### src/rtl/llki_discrete_key_driver.sv
// LLKI discrete key initiator: turns load/clear commands into the llkid_* key
// handshakes toward a TSS-wrapped core, with a per-wait timeout and a status pulse.
module llki_discrete_key_driver #(
  parameter int unsigned KEY_WORDS      = 1,
  parameter int unsigned TIMEOUT_CYCLES = 1024
) (
  input  logic        clk,
  input  logic        rst,
  input  logic        cmd_valid,
  output logic        cmd_ready,
  input  logic        cmd_op,
  input  logic [7:0]  cmd_num_words,
  input  logic [63:0] key_word_data,
  input  logic        key_word_valid,
  output logic        key_word_ready,
  output logic        rsp_valid,
  output logic [1:0]  rsp_status,
  output logic [63:0] llkid_key_data,
  output logic        llkid_key_valid,
  input  logic        llkid_key_ready,
  input  logic        llkid_key_complete,
  output logic        llkid_clear_key,
  input  logic        llkid_clear_key_ack
);

  localparam int unsigned     TW        = $clog2(TIMEOUT_CYCLES + 1);
  localparam logic [TW-1:0]   TMO_LAST  = TW'(TIMEOUT_CYCLES - 1);
  localparam logic [7:0]      MAX_WORDS = 8'(KEY_WORDS);

  typedef enum logic [2:0] {
    S_IDLE, S_FETCH, S_SEND, S_WAIT_COMPLETE, S_CLEAR, S_RESP
  } state_e;

  typedef enum logic [1:0] {
    ST_OK      = 2'b00,
    ST_TIMEOUT = 2'b01,
    ST_BAD_LEN = 2'b10,
    ST_ALREADY = 2'b11
  } status_e;

  state_e        state_q, state_d;
  status_e       status_q, status_d;
  logic [7:0]    num_q, num_d;
  logic [7:0]    word_cnt_q, word_cnt_d;
  logic [TW-1:0] tmo_q, tmo_d;
  logic [63:0]   key_data_q, key_data_d;
  logic          tmo_hit;

  // A ready/complete/ack seen on the limit cycle wins, so every branch tests
  // the awaited input before tmo_hit.
  assign tmo_hit = (tmo_q == TMO_LAST);

  // NOTE: state is updated with non-blocking assignments only, so every
  // register samples the pre-edge value of its neighbours.
  always_ff @(posedge clk or posedge rst) begin
    if (rst) begin
      state_q    <= S_IDLE;
      status_q   <= ST_OK;
      num_q      <= '0;
      word_cnt_q <= '0;
      tmo_q      <= '0;
      key_data_q <= '0;
    end else begin
      state_q    <= state_d;
      status_q   <= status_d;
      num_q      <= num_d;
      word_cnt_q <= word_cnt_d;
      tmo_q      <= tmo_d;
      key_data_q <= key_data_d;
    end
  end

  // NOTE: every variable gets a default before the case so no path leaves
  // it unassigned, which would otherwise infer a latch.
  always_comb begin
    state_d    = state_q;
    status_d   = status_q;
    num_d      = num_q;
    word_cnt_d = word_cnt_q;
    tmo_d      = tmo_q;
    key_data_d = key_data_q;

    case (state_q)
      S_IDLE: begin
        if (cmd_valid) begin
          num_d = cmd_num_words;
          tmo_d = '0;
          if (cmd_op) begin
            state_d = S_CLEAR;
          end else if (cmd_num_words == 8'd0 || cmd_num_words > MAX_WORDS) begin
            state_d  = S_RESP;
            status_d = ST_BAD_LEN;
          end else if (llkid_key_complete) begin
            state_d  = S_RESP;
            status_d = ST_ALREADY;
          end else begin
            state_d = S_FETCH;
          end
        end
      end

      S_FETCH: begin
        if (key_word_valid) begin
          key_data_d = key_word_data;
          tmo_d      = '0;
          state_d    = S_SEND;
        end
      end

      S_SEND: begin
        tmo_d = tmo_q + TW'(1);
        if (llkid_key_ready) begin
          word_cnt_d = word_cnt_q + 8'd1;
          if (word_cnt_q + 8'd1 == num_q) begin
            tmo_d   = '0;
            state_d = S_WAIT_COMPLETE;
          end else begin
            state_d = S_FETCH;
          end
        end else if (tmo_hit) begin
          state_d  = S_RESP;
          status_d = ST_TIMEOUT;
        end
      end

      S_WAIT_COMPLETE: begin
        tmo_d = tmo_q + TW'(1);
        if (llkid_key_complete) begin
          state_d  = S_RESP;
          status_d = ST_OK;
        end else if (tmo_hit) begin
          state_d  = S_RESP;
          status_d = ST_TIMEOUT;
        end
      end

      S_CLEAR: begin
        tmo_d = tmo_q + TW'(1);
        if (llkid_clear_key_ack) begin
          state_d  = S_RESP;
          status_d = ST_OK;
        end else if (tmo_hit) begin
          state_d  = S_RESP;
          status_d = ST_TIMEOUT;
        end
      end

      S_RESP: begin
        word_cnt_d = '0;
        state_d    = S_IDLE;
      end

      default: state_d = S_IDLE;
    endcase
  end

  // Handshake outputs decode from the registered state only, so an async
  // reset drops all of them immediately.
  always_comb begin
    cmd_ready       = 1'b0;
    key_word_ready  = 1'b0;
    llkid_key_valid = 1'b0;
    llkid_clear_key = 1'b0;
    rsp_valid       = 1'b0;
    case (state_q)
      S_IDLE:  cmd_ready       = 1'b1;
      S_FETCH: key_word_ready  = 1'b1;
      S_SEND:  llkid_key_valid = 1'b1;
      S_CLEAR: llkid_clear_key = 1'b1;
      S_RESP:  rsp_valid       = 1'b1;
      default: ;
    endcase
  end

  assign rsp_status     = status_q;
  assign llkid_key_data = key_data_q;

endmodule

### config.mk
export PLATFORM = sky130hd
export DESIGN_NAME = llki_discrete_key_driver
export DESIGN_NICKNAME = d
export VERILOG_FILES = /design/src/rtl/llki_discrete_key_driver.sv
export SDC_FILE = /design/constraint.sdc
export NUM_CORES = 1
export LEC_CHECK = 0
export CAP_MARGIN = 20
export CORE_ASPECT_RATIO = 0.7
export CORE_MARGIN = 2
export CORE_UTILIZATION = 30
export CTS_CLUSTER_DIAMETER = 50
export DETAILED_ROUTE_END_ITERATION = 8
export GPL_TIMING_DRIVEN = 1
export HOLD_SLACK_MARGIN = 0.06
export SLEW_MARGIN = 20
export SYNTH_ARGS = -nofsm -noshare
export SYNTH_HDL_FRONTEND = slang
export SYNTH_SLANG_ARGS = --single-unit
### constraint.sdc
create_clock -name clk -period 3.3 [get_ports clk]
set_clock_uncertainty 0.2 [all_clocks]
set_input_delay 0.495 -clock clk [delete_from_list [all_inputs] [get_ports clk]]
set_output_delay 0.495 -clock clk [all_outputs]
set_load 0.01 [all_outputs]
==> results.sh <==
export IMPL_status="finished, final reports clean"
export IMPL_power_mw=5.59
export IMPL_postCtsSetupBuffers=0
export IMPL_fmaxAchievable_mhz=361
export IMPL_synthCells=352
export IMPL_rr_worst_depth=8
export IMPL_die_height_um=105
export IMPL_finalCriticalPeriod_ns=2.77
export IMPL_coreArea_um2=14100
export IMPL_synth_distinct_cells=51
export IMPL_crit_path_cell_trace="ha_1, a21o_2, a211o_1, o211ai_1, a22o_1, o2bb2ai_2, o21ai_0, a21o_1"
export IMPL_ios=151
export IMPL_rows=36
export IMPL_grt_pass1_vias=3305
export IMPL_die_area_um2=15700
export IMPL_ant_nets=0
export IMPL_yosys_warnings=0
export IMPL_cts_root_buf="clkbuf_16"
export IMPL_synth_seq_cells=96
export IMPL_dp_hpwl_mm=8.29
export IMPL_synthArstFlopShare=1.00
export IMPL_drtIter0Drc=160
export IMPL_critPathKind="flip-flop to flip-flop"
export IMPL_numCtsBuffers=9
export IMPL_slew_viol_final=0
export IMPL_cpPeakStageDelay_ns=0.49
export IMPL_grt_use_total=0.143
export IMPL_setup_tns_ns=0
export IMPL_final_setup_viol_count=0
export IMPL_routabilityCongestion=0.806
export IMPL_antenna_cells=0
export IMPL_vias=3303
export IMPL_synthFlopType="dfrtp_1"
export IMPL_cp_required_ns=3.34
export IMPL_grt_setup_unrepaired="no"
export IMPL_antenna_found_initial=0
export IMPL_drv_cap=0
export IMPL_globalRoute_totalOverflow=0
export IMPL_crit_path_start_kind="flip-flop"
export IMPL_wire_per_inst_um=16.1
export IMPL_timing_rr_end="tmo_q[7]"
export IMPL_cts_hold_buffers=0
export IMPL_reg2reg_from="word_cnt_q[0]"
export IMPL_syn_nets=434
export IMPL_clkSinkCount=96
export IMPL_p_leak_nw=2.64
export IMPL_clockBufferDepth=2
export IMPL_wl_mm=11.2
export IMPL_worst_pin_slew_ns=0.745
export IMPL_grt_max_degree=64
export IMPL_max_slew_margin=0.500
export IMPL_syn_area_per_cell_um2=12.5
export IMPL_initial_core_util=0.312
export IMPL_grt_pass1_wl_mm=17.7
export IMPL_power_density_nw_per_um2=877
export IMPL_via_per_inst=4.77
export IMPL_synth_seq_area_share=0.546
export IMPL_finalHoldViolCount=0
export IMPL_port_buffers=150
export IMPL_r2r_slack_ns=0.53
export IMPL_clk_pin_slew_ns=0.07
export IMPL_min_path_type="input port to asynchronous set/reset pin"
export IMPL_crit_fanout=18
export IMPL_drive_above_1_share=0.207
export IMPL_clk_latency_ns=0.34
export IMPL_period_share=0.840
export IMPL_synthToLayoutAreaGrowth_pct=44.9
export IMPL_vdd_ir_drop_max_mv=0.366
export IMPL_fillers=1281
export IMPL_nets=579
export IMPL_cp_slowest_cell="dfrtp_1"
export IMPL_cts_tree="built"
export IMPL_end_kind="flip-flop"
export IMPL_ctsResizeCount=0
export IMPL_drt_drc_violations_left=0
export IMPL_syn_area_um2=4400
export IMPL_firstDrtPassIters=4
export IMPL_htreeDepth=3
export IMPL_die_w_um=149
export IMPL_synth_edff_count=0
export IMPL_cp_arrival_ns=2.81
[cell usage in the layout (no fill, tap or decap), types with 6 or more instances in the layout]
cell,count
xor2_1,6
o21ai_0,27
nor2_1,12
mux2_2,71
nand3_1,8
clkdlybuf4s50_1,150
inv_1,7
dfrtp_1,96
a21o_1,6
clkbuf_16,9
nand2_1,16
a21oi_1,11
[through the flow]
stage	util	std cells	worst slack, ns	hold WS, ns	cell area [µm²]
after floorplan	-	352	0.0996	0.265	4400
after global placement	0.430	676	0.548	0.285	6070
after detailed placement	0.430	676	0.491	0.290	6070
after CTS	0.452	692	0.540	0.277	6370
after global routing	0.452	692	0.325	0.296	6370
final	0.452	692	0.526	0.282	6370
[flip-flops by register name, indices dropped and copies added (netlist names)]
signal          cells
rsp_status          2
tmo_q              11
num_q               8
word_cnt_q          8
state_q             3
llkid_key_data     64
[cells in the mapped netlist, types with 6 or more instances]
| master | instances | area share |
|---|---|---|
| a21o_1 | 6 | 0.010 |
| a21oi_1 | 11 | 0.013 |
| buf_4 | 6 | 0.010 |
| dfrtp_1 | 96 | 0.55 |
| inv_1 | 8 | 0.0068 |
| mux2_2 | 71 | 0.18 |
| nand2_1 | 16 | 0.014 |
| nand3_1 | 8 | 0.0091 |
| nor2_1 | 12 | 0.010 |
| o21ai_0 | 27 | 0.031 |
| xor2_1 | 6 | 0.012 |
[area by class of cell]
| cell class | count | area (µm²) | area share |
|---|---|---|---|
| multi-input cells | 229 | 1840 | 0.289 |
| repair buffers | 153 | 1550 | 0.243 |
| flip-flops and latches | 96 | 2400 | 0.377 |
| clock buffers | 10 | 229 | 0.0359 |
| clock inverters | 6 | 78.8 | 0.0124 |
| inverters | 8 | 32.5 | 0.00510 |
| well taps | 190 | 238 | 0.0373 |
[layer usage]
metal	vias to the layer above	global-route usage	part of all wire
met5	-	0	0
met4	0	0.0313	0.0059
met3	6	0.0416	0.080
met2	122	0.213	0.42
met1	1597	0.207	0.50
li1	1578	-	-
[worst max-delay path: cells and delay by family, from the launching register on]
family	cells	cell delay [ns]
AOI/OAI and AO/OA	7	1.62
DFF	1	0.49
adders and majority gates	1	0.37
[worst max path at each step]
stage	start	slack [ns]	endpoint	cells past startpoint
6_report	word_cnt_q[0]	0.53	tmo_q[7]	8
5_1_grt	word_cnt_q[0]	0.33	tmo_q[4]	8
4_1_cts	word_cnt_q[0]	0.54	tmo_q[7]	8
3_5_place_dp	llkid_key_ready	0.49	tmo_q[7]	8
3_3_place_gp	llkid_key_ready	0.55	tmo_q[10]	8
2_1_floorplan	rst	0.1	llkid_key_data[0]	1
[logic make-up after synthesis]
family	count (synthesis)	share of synthesized area
DFF	96	0.546
and+or+nand+nor	74	0.0942
muxes	73	0.186
AOI/OAI and AO/OA	70	0.108
buffers and inverters	27	0.0347
xor gates and xnor gates	10	0.0248
adders and majority gates	2	0.00569
[power breakdown]
group	internal, mW	switching, mW
Combinational	1.46	1.03
Clock	0.599	0.483
Sequential	1.68	0.337
Total	3.74	1.85
No activity file was read; power rests on OpenSTA's default activity.
